File: src/rtl/layer_controller.sv
// Sequences one bitstream-layer evaluation (clear, optional warmup, counted run, done) and reports per-neuron ones counts.
// Optional feature: define LAYER_CTRL_WARMUP_EN to add WARMUP_CYCLES of uncounted settle time between CLEAR and RUN.
module layer_controller #(
  parameter int NEURON_COUNT  = 2,
  parameter int STREAM_LENGTH = 256,
  parameter int WARMUP_CYCLES = 4,
  localparam int CW = $clog2(STREAM_LENGTH + 1)
) (
  input  logic                       clk,
  input  logic                       n_rst,
  input  logic                       start,
  input  logic                       abort,
  input  logic [NEURON_COUNT-1:0]    layer_output,
  output logic                       layer_n_rst,
  output logic                       busy,
  output logic                       done,
  output logic [NEURON_COUNT*CW-1:0] counts
);

  localparam logic [2:0] IDLE   = 3'd0;
  localparam logic [2:0] CLEAR  = 3'd1;
  localparam logic [2:0] RUN    = 3'd2;
  localparam logic [2:0] DONE   = 3'd3;
`ifdef LAYER_CTRL_WARMUP_EN
  localparam logic [2:0] WARMUP = 3'd4;
  localparam int TMAX = (WARMUP_CYCLES > STREAM_LENGTH) ? WARMUP_CYCLES : STREAM_LENGTH;
`else
  localparam int TMAX = STREAM_LENGTH;
`endif
  localparam int TW = $clog2(TMAX + 1);

  if (STREAM_LENGTH < 1 || WARMUP_CYCLES < 1) begin : g_bad_cfg
    $error("layer_controller: STREAM_LENGTH and WARMUP_CYCLES must both be at least 1");
  end

  logic [2:0]                 state_q, state_d;
  logic [TW-1:0]              cyc_q, cyc_d;
  logic [NEURON_COUNT*CW-1:0] counts_q, counts_d;
  logic                       layer_n_rst_q, layer_n_rst_d;
  logic                       in_eval;

  assign in_eval = (state_q == CLEAR) || (state_q == RUN)
`ifdef LAYER_CTRL_WARMUP_EN
                   || (state_q == WARMUP)
`endif
                   ;

  always_comb begin
    state_d  = state_q;
    counts_d = counts_q;
    case (state_q)
      IDLE: begin
        if (start) state_d = CLEAR;
      end
      CLEAR: begin
`ifdef LAYER_CTRL_WARMUP_EN
        state_d = WARMUP;
`else
        state_d = RUN;
`endif
      end
`ifdef LAYER_CTRL_WARMUP_EN
      WARMUP: begin
        if (cyc_q == TW'(WARMUP_CYCLES - 1)) state_d = RUN;
      end
`endif
      RUN: begin
        for (int i = 0; i < NEURON_COUNT; i++) begin
          if (layer_output[i]) counts_d[i*CW +: CW] = counts_q[i*CW +: CW] + CW'(1);
        end
        if (cyc_q == TW'(STREAM_LENGTH - 1)) state_d = DONE;
      end
      DONE: begin
        state_d = IDLE;
      end
      default: begin
        state_d = IDLE;
      end
    endcase

    // Abort overrides whatever the active state decided, including the RUN increment.
    if (abort && in_eval) begin
      state_d  = IDLE;
      counts_d = '0;
    end
    if (state_q == IDLE && state_d == CLEAR) counts_d = '0;
  end

  // One shared duration counter, restarted on every state change.
  always_comb begin
    cyc_d = cyc_q;
    if (state_d != state_q) begin
      cyc_d = '0;
    end else if (state_q == RUN
`ifdef LAYER_CTRL_WARMUP_EN
                 || state_q == WARMUP
`endif
                 ) begin
      cyc_d = cyc_q + TW'(1);
    end
  end

  always_comb begin
    layer_n_rst_d = (state_d == RUN) || (state_d == DONE)
`ifdef LAYER_CTRL_WARMUP_EN
                    || (state_d == WARMUP)
`endif
                    ;
  end

  always_ff @(posedge clk or negedge n_rst) begin
    if (!n_rst) begin
      state_q       <= IDLE;
      cyc_q         <= '0;
      counts_q      <= '0;
      layer_n_rst_q <= 1'b0;
    end else begin
      state_q       <= state_d;
      cyc_q         <= cyc_d;
      counts_q      <= counts_d;
      layer_n_rst_q <= layer_n_rst_d;
    end
  end

  assign busy        = in_eval;
  assign done        = (state_q == DONE);
  assign layer_n_rst = layer_n_rst_q;
  assign counts      = counts_q;

endmodule
File: config.mk
export PLATFORM = sky130hd
export DESIGN_NAME = layer_controller
export DESIGN_NICKNAME = d
export VERILOG_FILES = /design/src/rtl/layer_controller.sv
export SDC_FILE = /design/constraint.sdc
export NUM_CORES = 1
export LEC_CHECK = 0
export ABC_AREA = 0
export CAP_MARGIN = 30
export CORE_AREA = 8 8 80 68
export DETAILED_ROUTE_END_ITERATION = 12
export DIE_AREA = 0 0 88 76
export MAX_ROUTING_LAYER = met4
export PLACE_DENSITY = 0.74
export SYNTH_ARGS = -nofsm -noshare
export SYNTH_HDL_FRONTEND = slang
export SYNTH_SLANG_ARGS = --single-unit
File: constraint.sdc
create_clock -name clk -period 4.7 [get_ports clk]
set_input_delay 0.94 -clock clk [delete_from_list [all_inputs] [get_ports clk]]
set_output_delay 0.94 -clock clk [all_outputs]
set_load 0.02 [all_outputs]
Word-level counts from Yosys, hierarchy flattened
Index checks and enable logic that the tools add are counted.
Word-level totals
  flip-flop bits (word level): 31
  latch bits: 0
  RAM bits: 0
  bits in read-only memories: 0
  output and inout port bits: 21
  memories kept: 0
Cells by class
  add/subtract/negate cells: 3
  multiply operators: 0
  div/mod/pow operators: 0
  order comparisons: 0
  equality and inequality tests: 8
  shift-type cells: 0
  mux-type cells: 11
  bitwise gates (word level): 0
  reductions and logical operators: 11
Operator list (number)
  $mux W18: 3
  $mux W9: 4
  $add A9 B1 Y9 const B: 3
  $eq A3 B2 Y1 const B: 4
  $eq A9 B8 Y1 const B: 1
  $mux W3: 3
  $pmux W3 S3: 1
  $reduce_bool A3 Y1: 3
  $eq A3 B1 Y1 const B: 2
  $reduce_and A2 Y1: 2
  $logic_not A3 Y1: 1
  $ne A3 B3 Y1: 1
  $logic_and A1 B1 Y1: 2
  $logic_or A1 B1 Y1: 2
  $reduce_bool A2 Y1: 1

Depth between registers and ports, before layout
  word-level depth: 8
  gate-level depth with buffers: 9
  depth with buffers taken out: 8

Worst setup path before layout
OpenSTA, ideal clock, no wires.
  path type: register to output
  start: register state_q[2]
  end: output port done
  arrival: 1.041 ns
  required time: 3.760 ns
  setup slack: 2.719 ns
  stages on the path, launching flop included: 3
  path through: dfrtp_1 buf_6 nor3b_1
On the way
  longest elaborated chain between the ends: 1
Ends and longest elaborated chain
  from (decl): RTL line 36  | logic [2:0] state_q, state_d;
  from (signal assigned): RTL line 118  | state_q <= state_d;
  $eq A3 B2 Y1: RTL line 126  | assign done = (state_q == DONE);
  to (decl): RTL line 16  | output logic done,
Every way passes these cells.

Worst setup path after layout
  start: register state_q[1]
  end: output port done
Same word-level chain as after synthesis.

==> metrics.yaml <==
detailed_routing:
  drt-wirelength-per-cell_um: 13.5
  drt-initial-drc-count: 54
  num_vias: 1190
  wl_mm: 3.33
  antenna_left: 0
  first_pass_iters: 4
  via_per_inst: 4.84
  drc: 0
yosys:
  ys_seq_area_share_pct: 48.6
  syn_inst: 159
  avgSynthCellArea_sq_um: 10.0
  yosys_register_bits: 31
  synth_cell_types: 31
  synth_area_sq_um: 1600
  synth_top_area_cell: "dfrtp_1"
  synth_top_area_share_pct: 48.6
  syn_nets: 169
  synthTopCellsByArea: "dfrtp_1 (49%), nor2_1 (7.5%), xor2_1 (7.1%)"
  yosysWarnings: 0
hold_path:
  hold_class: "flip-flop to flip-flop"
clock_tree:
  ctsHoldBuffers: 0
  clock_sinks: 31
  cts_max_level: 2
  cts_tree: "built"
  postCtsResizedCells: 0
  cts_setup_buffers: 0
  clk_latency_ns: 0.29
  clk_pin_slew_worst_paths_ns: 0.06
  cts_buffers: 5
  clock_path_buffers: 2
  root_buffer: "clkbuf_8"
global_routing:
  overflow: 0
  first_global_vias: 1201
  antenna_found_initial: 0
  grt_max_degree: 32
  use_met1_pct: 13.8
  grt-busiest-layer: "met2"
  gr-usage-met2_pct: 14.9
  grtUsageTotal_pct: 10.8
  grt_first_pass_wirelength_mm: 5.48
  met3_usage_pct: 3.56
floorplan:
  die_y_um: 76
  core-area_sq_um: 4270
  io_pins: 27
  initial_core_util_pct: 37.4
  die_w_um: 88
  rows: 22
  dieArea_sq_um: 6690
cells_and_area:
  finish.utilization_pct: 46.5
  fin_area_sq_um: 1980
  syn_to_final_growth_pct: 24.1
  final_common_cell: "nor2_1"
  regArea_sq_um: 776
  fill_cells: 400
  multi_input_area_sq_um: 753
  antenna_cells: 0
  layout-drive-gt1-share_pct: 8.06
  final_nets: 195
  final_cell_mix: "nor2_1 (32), dfrtp_1 (31), clkdlybuf4s50_1 (26), xor2_1 (13), nand2_1 (10)"
pwr:
  powerDensity_nw_per_um2: 273
  p_int_uw: 417
  p_switching_uw: 125
  p_leak_uw: 0.000838
  pwr-share-comb_pct: 6.2
  power_frac_seq_pct: 50.8
  peakVddDrop_v: 0.000121
  clkPwrFrac_pct: 42.9
  p_sw_share_pct: 23.1
sta:
  hold_viol_final: 0
  timing.hold.ws_ns: 0.558
  finalSetupViolCount: 0
  rsz0062_at_grt: "no"
  fin_skew_ns: 0.00645
  layout_setup_ws_ns: 2.00
  worst_slew_pin_slew_ns: 0.986
  final.setup.tns_ns: 0
  slew_headroom_pct: 33.4
  finalCritPeriodShare_pct: 57.5
  drv_slew: 0
  post-route-min-period_ns: 2.70
  fmaxAchievable_mhz: 370
placed_design:
  io_buffer_count: 26
  hpwl_mm: 2.31
  gp_congestion: 0.782
  placed_cell_area_sq_um: 1880
  place_ws_ns: 1.81
worst_setup_path:
  critPathCaptureType: "output port"
  cp_max_fo: 10
  start_kind: "flip-flop"
  critPathKind: "flip-flop to output port"
  arrival_ns: 1.76
  critPathRequiredTime_ns: 3.76
status:
  status: "complete, no violations"
flow_run:
  cap_violations: 0
[cells in the mapped netlist, drive strengths merged]
master / number
a2bb2oi: 1
a211oi: 1
and3: 5
nand3: 9
nor3b: 2
nand4: 7
nor4: 1
mux2i: 1
conb: 1
xnor2: 10
or3b: 1
ha: 4
nor2: 33
nor4bb: 1
nand4bb: 1
inv: 3
a21oi: 5
xor2: 13
dfrtp: 31
buf: 8
and4: 2
or3: 2
o21ai: 1
nor3: 6
nand2: 10
[registers in the layout, indices dropped and copies added, names as in the netlist]
name         flops
cyc_q            9
counts          18
state_q          3
layer_n_rst      1
[cells by family after synthesis]
family | synth area share [%]
compound gates | 2.90
xor+xnor | 13.1
fa+ha+maj | 3.13
buf+inv | 4.31
flops | 48.6
mux | 0.626
other cells | 0.235
simple gates | 27.2
[path summary, 6_finish.rpt]
path                             end       start  slack [ns]  depth (start not counted)
setup reg to reg           counts[3]  state_q[2]        2.68                          4
max in group asynchronous  counts[1]       n_rst        3.35                          2
setup / recovery                done  state_q[1]        2.00                          3
hold reg to reg             cyc_q[1]    cyc_q[1]        0.56                          2
min in group asynchronous   cyc_q[3]       n_rst        1.05                          2
hold / removal              cyc_q[1]    cyc_q[1]        0.56                          2
[power groups by stage]
stage               sequential, uW  clock, uW  combinational (uW)
floorplan                      278          0                20.9
global placement               281          0                34.1
detailed placement             280          0                34.3
CTS                            276        239                34.5
global route                   276        251                37.4
finish                         276        233                33.8
[cell type report]
cell class | count | share of cell area, %
multi-input combinational | 117 | 38.0
sequential | 31 | 39.1
tap | 60 | 3.79
timing repair buffer | 27 | 13.5
inverter | 3 | 0.568
clock buffer | 8 | 5.05
[per-stage QoR]
stage	power (uW)	instances
floorplan	299	159
finish	542	246
global placement	315	238
global route	565	246
CTS	549	246
detailed placement	315	238
[layer usage]
metal	routed length, um	part of all wire (%)
met1	1690	51
met4	53	1.6
met3	159	4.8
met5	0	0
met2	1430	43
[worst max-delay path, cell delays in order (launching register included)]
cell and delay (ns):
dfrtp_1 0.54, inv_1 0.10, nor3b_1 0.20, clkdlybuf4s50_1 0.64
Power figures use the tool's default switching activity.
